**src/rtl/ts_packet_arbiter.sv**
```systemverilog
// ts_packet_arbiter
// Weighted round-robin scheduler for the multi-channel TS muxer. Picks the next
// per-channel packet buffer to read, issues its one-cycle packet request and
// generates the byte-qualified select / valid / sync strobes for the 188-byte
// output packet. All outputs come straight from flops.
//
// Optional feature: define NULL_PKT_INSERT_EN to insert null packets after
// NULL_GAP idle arbitration cycles. Without it NULL_PKT and NULL_DATA are 0.
module ts_packet_arbiter #(
    parameter int N_CH     = 4,
    parameter int PKT_LEN  = 188,
    parameter int W_BITS   = 4,
    parameter int RD_LAT   = 2,
    parameter int NULL_GAP = 376,
    localparam int SEL_W   = (N_CH > 1) ? $clog2(N_CH) : 1
) (
    input  logic                   SYS_CLK,
    input  logic                   RST,
    input  logic [N_CH-1:0]        CH_EN,
    input  logic [N_CH*W_BITS-1:0] WEIGHT,
    input  logic [N_CH-1:0]        GOT_FULL_PACKET,
    input  logic                   OUT_READY,
    output logic [N_CH-1:0]        GIVE_ME_ONE_PACKET,
    output logic [SEL_W-1:0]       SEL,
    output logic                   D_VALID_OUT,
    output logic                   P_SYNC_OUT,
    output logic                   NULL_PKT,
    output logic [7:0]             NULL_DATA
);

    localparam int CNT_W  = $clog2(PKT_LEN);
    localparam int WAIT_W = (RD_LAT > 2) ? $clog2(RD_LAT) : 1;

    // The buffer read latency must leave room for the REQ cycle.
    if (RD_LAT < 1 || NULL_GAP < 1) begin : g_param_check
        $error("ts_packet_arbiter: RD_LAT and NULL_GAP must be >= 1");
    end

    typedef enum logic [2:0] {
        ST_ARB,
        ST_REQ,
        ST_WAIT,
        ST_XFER,
        ST_GAP
    } state_t;

    state_t              state_q, state_d;
    logic [SEL_W-1:0]    owner_q, owner_d;
    logic                owner_vld_q, owner_vld_d;   // no grant since reset -> scan starts at 0
    logic [W_BITS-1:0]   credit_q, credit_d;
    logic [CNT_W-1:0]    byte_q, byte_d;
    logic [WAIT_W-1:0]   wait_q, wait_d;

    logic [N_CH-1:0]     elig;
    logic                keep_owner;
    logic                scan_hit;
    logic [SEL_W-1:0]    scan_ch;
    int                  scan_start;
    logic [W_BITS-1:0]   w_raw;
    logic [W_BITS-1:0]   credit_load;
    logic [N_CH-1:0]     give_d;
    logic                null_act;
    logic [7:0]          null_byte;

`ifdef NULL_PKT_INSERT_EN
    localparam int IDLE_W = $clog2(NULL_GAP + 1);
    logic                null_q, null_d;
    logic [IDLE_W-1:0]   idle_q, idle_d;
`endif

    assign elig        = CH_EN & GOT_FULL_PACKET;
    assign keep_owner  = owner_vld_q && elig[owner_q] && (credit_q != '0);
    assign scan_start  = owner_vld_q ? ((int'(owner_q) + 1) % N_CH) : 0;
    assign w_raw       = WEIGHT[int'(scan_ch)*W_BITS +: W_BITS];
    assign credit_load = (w_raw == '0) ? W_BITS'(1) : w_raw;
    assign SEL         = owner_q;

    // Find the first eligible channel at or after the scan start, wrapping.
    always_comb begin
        scan_hit = 1'b0;
        scan_ch  = '0;
        for (int k = 0; k < N_CH; k++) begin
            if (!scan_hit && elig[SEL_W'((scan_start + k) % N_CH)]) begin
                scan_hit = 1'b1;
                scan_ch  = SEL_W'((scan_start + k) % N_CH);
            end
        end
    end

    // Next-state logic for the scheduling FSM and its counters.
    always_comb begin
        // NOTE: every variable gets a default first so no path leaves it unassigned (no latches).
        state_d     = state_q;
        owner_d     = owner_q;
        owner_vld_d = owner_vld_q;
        credit_d    = credit_q;
        byte_d      = byte_q;
        wait_d      = wait_q;
`ifdef NULL_PKT_INSERT_EN
        null_d      = null_q;
        idle_d      = idle_q;
`endif
        case (state_q)
            ST_ARB: begin
                if (OUT_READY && (keep_owner || scan_hit)) begin
                    state_d = ST_REQ;
                    if (!keep_owner) begin
                        owner_d     = scan_ch;
                        owner_vld_d = 1'b1;
                        credit_d    = credit_load;
                    end
`ifdef NULL_PKT_INSERT_EN
                    idle_d = '0;
`endif
                end
`ifdef NULL_PKT_INSERT_EN
                else if (OUT_READY) begin
                    // Idle long enough: emit a null packet; owner and credit stay.
                    if (idle_q == IDLE_W'(NULL_GAP - 1)) begin
                        idle_d  = '0;
                        null_d  = 1'b1;
                        byte_d  = '0;
                        state_d = ST_XFER;
                    end else begin
                        idle_d = idle_q + 1'b1;
                    end
                end
`endif
            end
            ST_REQ: begin
                credit_d = credit_q - 1'b1;
                byte_d   = '0;
                wait_d   = '0;
                state_d  = (RD_LAT == 1) ? ST_XFER : ST_WAIT;
            end
            ST_WAIT: begin
                if (wait_q == WAIT_W'(RD_LAT - 2)) begin
                    state_d = ST_XFER;
                end else begin
                    wait_d = wait_q + 1'b1;
                end
            end
            ST_XFER: begin
                if (byte_q == CNT_W'(PKT_LEN - 1)) begin
                    state_d = ST_GAP;
                end else begin
                    byte_d = byte_q + 1'b1;
                end
            end
            ST_GAP: begin
                state_d = ST_ARB;
`ifdef NULL_PKT_INSERT_EN
                null_d  = 1'b0;
`endif
            end
            default: state_d = ST_ARB;
        endcase
    end

    // Decode the registered outputs from the next state so they align with it.
    always_comb begin
        give_d = '0;
        if (state_d == ST_REQ) begin
            give_d[owner_d] = 1'b1;
        end
`ifdef NULL_PKT_INSERT_EN
        null_act = null_d && (state_d == ST_XFER);
`else
        null_act = 1'b0;
`endif
        case (byte_d)
            CNT_W'(0): null_byte = 8'h47;
            CNT_W'(1): null_byte = 8'h1F;
            CNT_W'(3): null_byte = 8'h10;
            default:   null_byte = 8'hFF;
        endcase
    end

    // FSM state, owner, credit and counter registers.
    always_ff @(posedge SYS_CLK or negedge RST) begin
        if (!RST) begin
            // NOTE: sequential state uses non-blocking assignments so all flops update together.
            state_q     <= ST_ARB;
            owner_q     <= '0;
            owner_vld_q <= 1'b0;
            credit_q    <= '0;
            byte_q      <= '0;
            wait_q      <= '0;
`ifdef NULL_PKT_INSERT_EN
            null_q      <= 1'b0;
            idle_q      <= '0;
`endif
        end else begin
            state_q     <= state_d;
            owner_q     <= owner_d;
            owner_vld_q <= owner_vld_d;
            credit_q    <= credit_d;
            byte_q      <= byte_d;
            wait_q      <= wait_d;
`ifdef NULL_PKT_INSERT_EN
            null_q      <= null_d;
            idle_q      <= idle_d;
`endif
        end
    end

    // Output registers; reset forces every strobe low at once.
    always_ff @(posedge SYS_CLK or negedge RST) begin
        if (!RST) begin
            GIVE_ME_ONE_PACKET <= '0;
            D_VALID_OUT        <= 1'b0;
            P_SYNC_OUT         <= 1'b0;
            NULL_PKT           <= 1'b0;
            NULL_DATA          <= '0;
        end else begin
            GIVE_ME_ONE_PACKET <= give_d;
            D_VALID_OUT        <= (state_d == ST_XFER);
            P_SYNC_OUT         <= (state_d == ST_XFER) && (byte_d == '0);
            NULL_PKT           <= null_act;
            NULL_DATA          <= null_act ? null_byte : 8'h00;
        end
    end

endmodule

```
**config.mk**
```make
export PLATFORM = sky130hd
export DESIGN_NAME = ts_packet_arbiter
export DESIGN_NICKNAME = d
export VERILOG_FILES = /design/src/rtl/ts_packet_arbiter.sv
export SDC_FILE = /design/constraint.sdc
export NUM_CORES = 1
export LEC_CHECK = 0
export ABC_AREA = 1
export ABC_CLOCK_PERIOD_IN_PS = 2200
export CAP_MARGIN = 40
export CORE_UTILIZATION = 49
export DETAILED_ROUTE_END_ITERATION = 10
export PLACE_DENSITY = 0.8
export SLEW_MARGIN = 5
export SYNTH_ARGS = -nofsm -noshare
export SYNTH_HDL_FRONTEND = slang
export SYNTH_SLANG_ARGS = --single-unit
```
**constraint.sdc**
```tcl
create_clock -name SYS_CLK -period 2.2 [get_ports SYS_CLK]
set_clock_uncertainty 0.1 [all_clocks]
set_input_delay 0.66 -clock SYS_CLK [delete_from_list [all_inputs] [get_ports SYS_CLK]]
set_output_delay 0.66 -clock SYS_CLK [all_outputs]
set_load 0.005 [all_outputs]
```
# ---- Yosys cells after proc, flatten, opt, wreduce, memory -nomap -nowiden
# Cells that the tools add are included.
dict set report totals {
  romBits 0
  inputBits 27
  ram_bits 0
  ff_bits 25
  mem_count 0
  latch_bits 0
  out_inout_bits 17
  elab_cells 95
}
dict set report op_classes {
  n_mux 41
  order_cmp 7
  n_shift 1
  bitwise_logic 2
  addsub 7
  n_div 0
  mul 0
  n_eq_ne 8
  n_reduce_logical 20
}
# operator count
set op_table {}
lappend op_table {{$lt A2 B4 Y1 const B} 4}
lappend op_table {{$mux W2} 8}
lappend op_table {{$mux W4} 4}
lappend op_table {{$pmux W8 S2} 1}
lappend op_table {{$shiftx A16 B5 Y4} 1}
lappend op_table {{$mux W1} 15}
lappend op_table {{$pmux W3 S4} 1}
lappend op_table {{$bmux W1 S2} 5}
lappend op_table {{$eq A3 B2 Y1 const B} 3}
lappend op_table {{$mux W3} 3}
lappend op_table {{$add A8 B1 Y8 const B} 1}
lappend op_table {{$eq A8 B8 Y1 const B} 1}
lappend op_table {{$logic_and A1 B1 Y1} 8}
lappend op_table {{$logic_not A8 Y1} 1}
lappend op_table {{$mux W8} 1}
lappend op_table {{$pmux W4 S2} 1}
lappend op_table {{$eq A3 B1 Y1 const B} 2}
lappend op_table {{$lt A2 B3 Y1 const B} 2}
lappend op_table {{$reduce_and A3 Y1} 2}
lappend op_table {{$add A2 B1 Y2 const B} 2}
lappend op_table {{$add A2 B2 Y2 const B} 2}
lappend op_table {{$and A4 B4 Y4} 1}
lappend op_table {{$logic_not A4 Y1} 1}
lappend op_table {{$ne A2 B2 Y1 const B} 2}
lappend op_table {{other kinds (11)} 14}

# ---- Longest topological paths before layout
dict set report logic_depth {
  word_depth 24
  ltp_mapped 18
}

# ---- Worst setup path before layout
# Ideal clock, no wire load.
dict set report synth_timing {
  kind {input -> register}
  startpoint {in CH_EN[0]}
  endpoint {reg credit_q[0]}
  slack_ns 0.161
  path_stages 18
  arrival_time_ns 1.823
  required_time_ns 1.983
  setup_time_ns 0.117
  cell_sequence {nand2_1 -> inv_1 -> nand2_1 -> nand2_1 -> nand2_1 -> nand2_2 -> nand2_1 -> nand2_1 -> nor2_2 -> nand2_4 -> nand2_4 -> nand2_1 -> nand3_1 -> nand2_1 -> nand3_1 -> nand2_1 -> nand2_1 -> nand2_1}
}
dict set report synth_via {
  elab_chain_cells 20
  word_cells_on_any_way 42
  cone_classes {eq/ne (2); shift (1); mux (26); bitwise (1); reduce/logical (12)}
}
# element line_no
set synth_lines {}
lappend synth_lines {{from (decl)} 19} ;# input logic [N_CH-1:0] CH_EN,
lappend synth_lines {{$and A4 B4 Y4 (*)} 71} ;# assign elig = CH_EN & GOT_FULL_PACKET;
lappend synth_lines {{$bmux W1 S2} 83} ;# if (!scan_hit && elig[SEL_W'((scan_start + k) % N_CH)]) begin
lappend synth_lines {{$mux W1 (not written as such) (2 in series)} 83}
lappend synth_lines {{$mux W1} 83}
lappend synth_lines {{$logic_not A1 Y1} 83}
lappend synth_lines {{$logic_and A1 B1 Y1} 83}
lappend synth_lines {{$mux W1} 83}
lappend synth_lines {{$logic_not A1 Y1} 83}
lappend synth_lines {{[3 not listed]} --}
lappend synth_lines {{$logic_and A1 B1 Y1} 83}
lappend synth_lines {{$mux W2} 83}
lappend synth_lines {{$shiftx A16 B5 Y4} 74} ;# assign w_raw = WEIGHT[int'(scan_ch)*W_BITS +: W_BITS];
lappend synth_lines {{$logic_not A4 Y1} 75} ;# assign credit_load = (w_raw == '0) ? W_BITS'(1) : w_raw;
lappend synth_lines {{$mux W4} 75}
lappend synth_lines {{$mux W4} 107} ;# if (!keep_owner) begin
lappend synth_lines {{$mux W4} 105} ;# if (OUT_READY && (keep_owner || scan_hit)) begin
lappend synth_lines {{$pmux W4 S2} 103} ;# case (state_q)
lappend synth_lines {{to (signal assigned)} 197} ;# credit_q <= credit_d;
lappend synth_lines {{to (decl)} 50} ;# logic [W_BITS-1:0] credit_q, credit_d;
# Every way passes the cells marked *; elsewhere a longest branch is shown, timed or not. The select of a mux whose other input is x is not followed.
# A chain may end at the register's enable or synchronous reset.

# ---- Worst setup path in the final report
dict set report layout_timing {
  startpoint {reg owner_q[0], in the netlist SEL[0]}
  endpoint {reg credit_q[0]}
}
dict set report layout_via {
  elab_chain_cells 21
  word_cells_on_any_way 46
  cone_classes {add/sub (4); eq/ne (2); shift (1); mux (27); reduce/logical (12)}
}
# element line_no
set layout_lines {}
lappend layout_lines {{from (decl)} 48} ;# logic [SEL_W-1:0] owner_q, owner_d;
lappend layout_lines {{from (signal assigned)} 195} ;# owner_q <= owner_d;
lappend layout_lines {{branches (longest 21 deep; another with $add A2 B1 Y2)} --}
# Parallel ways; which one is timed is not known. The select of a mux whose other input is x is not followed.

==> impl_metrics.env <==
export IMPL_drt_iter0_markers=75
export IMPL_dp_hpwl_microns=2870
export IMPL_wl_met3_microns=199
export IMPL_post_route_period_util_pct=107
export IMPL_num_io_pins=44
export IMPL_met2_length_microns=2320
export IMPL_track_usage_pct=23.1
export IMPL_nNetsFinal=336
export IMPL_period_needed_ns=2.35
export IMPL_reg2reg_depth=14
export IMPL_required_ns=2.32
export IMPL_cts_sink_count=24
export IMPL_firstDrtPassIters=4
export IMPL_port_buffers=34
export IMPL_syn_to_final_growth_pct=46.2
export IMPL_grt_max_degree=25
export IMPL_final_hold_violation_count=0
export IMPL_gp_congestion=0.825
export IMPL_worstPathArrival_ns=2.47
export IMPL_timing_hold_ws_ns=0.464
export IMPL_peakVddDrop_uv=415
export IMPL_clk_latency_ns=0.32
export IMPL_max_freq_ghz=0.425
export IMPL_outcome="complete, but fails checks"
export IMPL_setup_viol=9
export IMPL_antenna_found_initial=0
export IMPL_cts_tree="built"
export IMPL_fin_util_pct=78.4
export IMPL_synth_seq_cells=24
export IMPL_postRouteAntennaNets=0
export IMPL_cts_root_buffer="clkbuf_4"
export IMPL_slew_violations=0
export IMPL_endpoint_kind="flop"
export IMPL_synth_cells=248
export IMPL_hold_path_class="flop to flop"
export IMPL_clk_pin_slew_worst_paths_ns=0.14
export IMPL_totalWireLength_microns=4460
export IMPL_numCtsBuffers=3
export IMPL_yosys_warnings=0
export IMPL_rr_endpoint="credit_q[0]"
export IMPL_r2r_start="SEL[0]"
export IMPL_rsz0062_at_grt="yes"
export IMPL_first_global_vias=1529
export IMPL_r2r_slack_ns=-0.15
export IMPL_yosysUniqueCellTypes=28
export IMPL_layout_drive_gt1_share_pct=32.4
export IMPL_die_height_microns=60.8
export IMPL_startpoint="SEL[0]"
export IMPL_worstSetupStartpointType="flop"
export IMPL_cts_path_max_buffers=2
export IMPL_syn_area_sq_um=1690
export IMPL_start_util_pct=53.7
export IMPL_drt_met1_wl_microns=1890
export IMPL_fp_row_count=20
export IMPL_powerDensity_nw_per_um2=422
export IMPL_via_per_inst=5.14
export IMPL_crit_end="credit_q[0]"
export IMPL_dieArea_sq_um=3690
export IMPL_gr_total_overflow=0
export IMPL_finalPower_mw=1.04
export IMPL_cts_htree_levels=1
export IMPL_ys_seq_area_share_pct=35.5
export IMPL_n_antenna_cell=0
export IMPL_avgSynthCellArea_sq_um=6.82
export IMPL_path_class="flop to flop"
export IMPL_via_count=1800
export IMPL_avgRoutedWirePerCell_microns=12.8
export IMPL_crit_fanout=5
export IMPL_leakage_nw=1.26
export IMPL_worst_hold_path_num_cells=2
export IMPL_drc=0
export IMPL_grt_first_pass_wirelength_microns=6370
export IMPL_violations="negative setup slack"
export IMPL_setup_slack_ns=-0.151
export IMPL_core_sq_um=3150
export IMPL_dieWidth_microns=60.8
export IMPL_pre_cts_ws_ns=-0.497
export IMPL_drv_cap=0
export IMPL_top_layer_used="met4"
[layer usage]
| layer | GRT usage (%) | vias to the layer above |
|---|---|---|
| met5 | 0 | - |
| met4 | 6.49 | 0 |
| met3 | 5.12 | 9 |
| met2 | 40.2 | 64 |
| met1 | 28.9 | 834 |
| li1 | - | 893 |
[metrics by stage]
step | setup TNS, ns | instance area, sq um | std cells
5_1_grt | -1.68 | 2470 | 350
3_3_place_gp | -3.93 | 2150 | 338
2_1_floorplan | 0 | 1720 | 256
6_report | -0.786 | 2470 | 350
4_1_cts | 0 | 2290 | 345
3_5_place_dp | -4.09 | 2150 | 338
[sequential cells by signal, indices dropped and copies added, names as in the netlist]
name	count
D_VALID_OUT	1
GIVE_ME_ONE_PACKET	4
P_SYNC_OUT	1
SEL	2
byte_q	8
credit_q	4
owner_vld_q	1
state_q	3
[logic make-up after synthesis]
logic type | after synthesis | share of synthesized area [%]
adders and majority gates | 2 | 1.48
AOI/OAI and AO/OA | 23 | 8.06
and+or+nand+nor | 152 | 40.4
xor gates and xnor gates | 7 | 3.62
DFF | 24 | 35.5
buffers and inverters | 39 | 10.7
other | 1 | 0.222
[worst max-delay path, cell delays in order, from the launching register on]
cell	delay, ns
dfrtp_2	0.49
inv_4	0.10
nand2_2	0.09
nand2_1	0.13
nand2_2	0.07
nand2_1	0.08
nand2_2	0.08
o21ai_0	0.30
nand2_2	0.15
a21oi_4	0.26
nand3_2	0.11
a21oi_1	0.13
nand2_1	0.07
nand2_1	0.05
nand2_1	0.04
[synthesized netlist by cell type]
cell type | n | area [sq um]
a21oi_1 | 8 | 40.0
a21oi_2 | 1 | 8.76
a31oi_1 | 1 | 6.26
and2_1 | 1 | 6.26
buf_4 | 9 | 67.6
clkinv_2 | 1 | 5.00
conb_1 | 1 | 3.75
dfrtp_1 | 24 | 601
ha_1 | 2 | 25.0
inv_1 | 26 | 97.6
inv_2 | 3 | 11.3
nand2_1 | 78 | 293
nand2_2 | 9 | 56.3
nand2_4 | 2 | 22.5
nand3_1 | 28 | 140
nand4_2 | 1 | 12.5
nor2_1 | 21 | 78.8
nor2_2 | 3 | 18.8
nor2_4 | 1 | 11.3
nor3_1 | 5 | 25.0
nor4_1 | 3 | 18.8
o21ai_0 | 6 | 30.0
o21ai_1 | 1 | 5.00
o21ai_2 | 1 | 8.76
o22ai_1 | 4 | 25.0
o22ai_2 | 1 | 12.5
xnor2_1 | 1 | 8.76
xor2_1 | 6 | 52.6
[power breakdown]
part	switching [mW]	total (mW)	internal, mW
clock	0.135	0.319	0.184
combinational	0.147	0.266	0.119
sequential	0.00901	0.458	0.449
[worst min path at each step]
stage,from,end,slack [ns]
floorplan,RST,D_VALID_OUT,0.26
global placement,credit_q[0],credit_q[0],0.42
detailed placement,credit_q[0],credit_q[0],0.43
CTS,credit_q[1],credit_q[1],0.47
global route,credit_q[1],credit_q[1],0.48
finish,credit_q[1],credit_q[1],0.46
[placed cells by master (no fill, tap or decap), drive strengths merged]
| cell | Yosys | layout |
|---|---|---|
| a31oi | 1 | 1 |
| nor2 | 25 | 25 |
| nor3 | 5 | 5 |
| xnor2 | 1 | 1 |
| and2 | 1 | 1 |
| clkdlybuf4s50 | 0 | 26 |
| inv | 29 | 29 |
| bufinv | 0 | 1 |
| nor4 | 3 | 3 |
| dlygate4sd2 | 0 | 8 |
| nand3 | 28 | 28 |
| o22ai | 5 | 5 |
| ha | 2 | 2 |
| a21oi | 9 | 9 |
| dfrtp | 24 | 24 |
| xor2 | 6 | 6 |
| clkbuf | 0 | 3 |
| clkinv | 1 | 1 |
| nand2 | 89 | 91 |
| nand4 | 1 | 1 |
| o21ai | 8 | 8 |
| buf | 9 | 19 |
| conb | 1 | 9 |
[timing repair]
action,4_1_cts,5_1_grt
hold buffers,0,0
setup endpoints to repair,9,11
gates cloned,2,0
gates resized for setup,34,40
buffers inserted,1,5
pin swaps,21,20
[final cells by class]
| class | count | area [sq um] |
|---|---|---|
| multi-input cells | 195 | 1170 |
| fillers | 215 | 681 |
| flip-flops and latches | 24 | 604 |
| repair buffers | 53 | 477 |
| inverters | 30 | 116 |
| well taps | 44 | 55.1 |
| clock inverters | 1 | 30.0 |
| clock buffers | 3 | 22.5 |
Power figures use the tool's default switching activity.
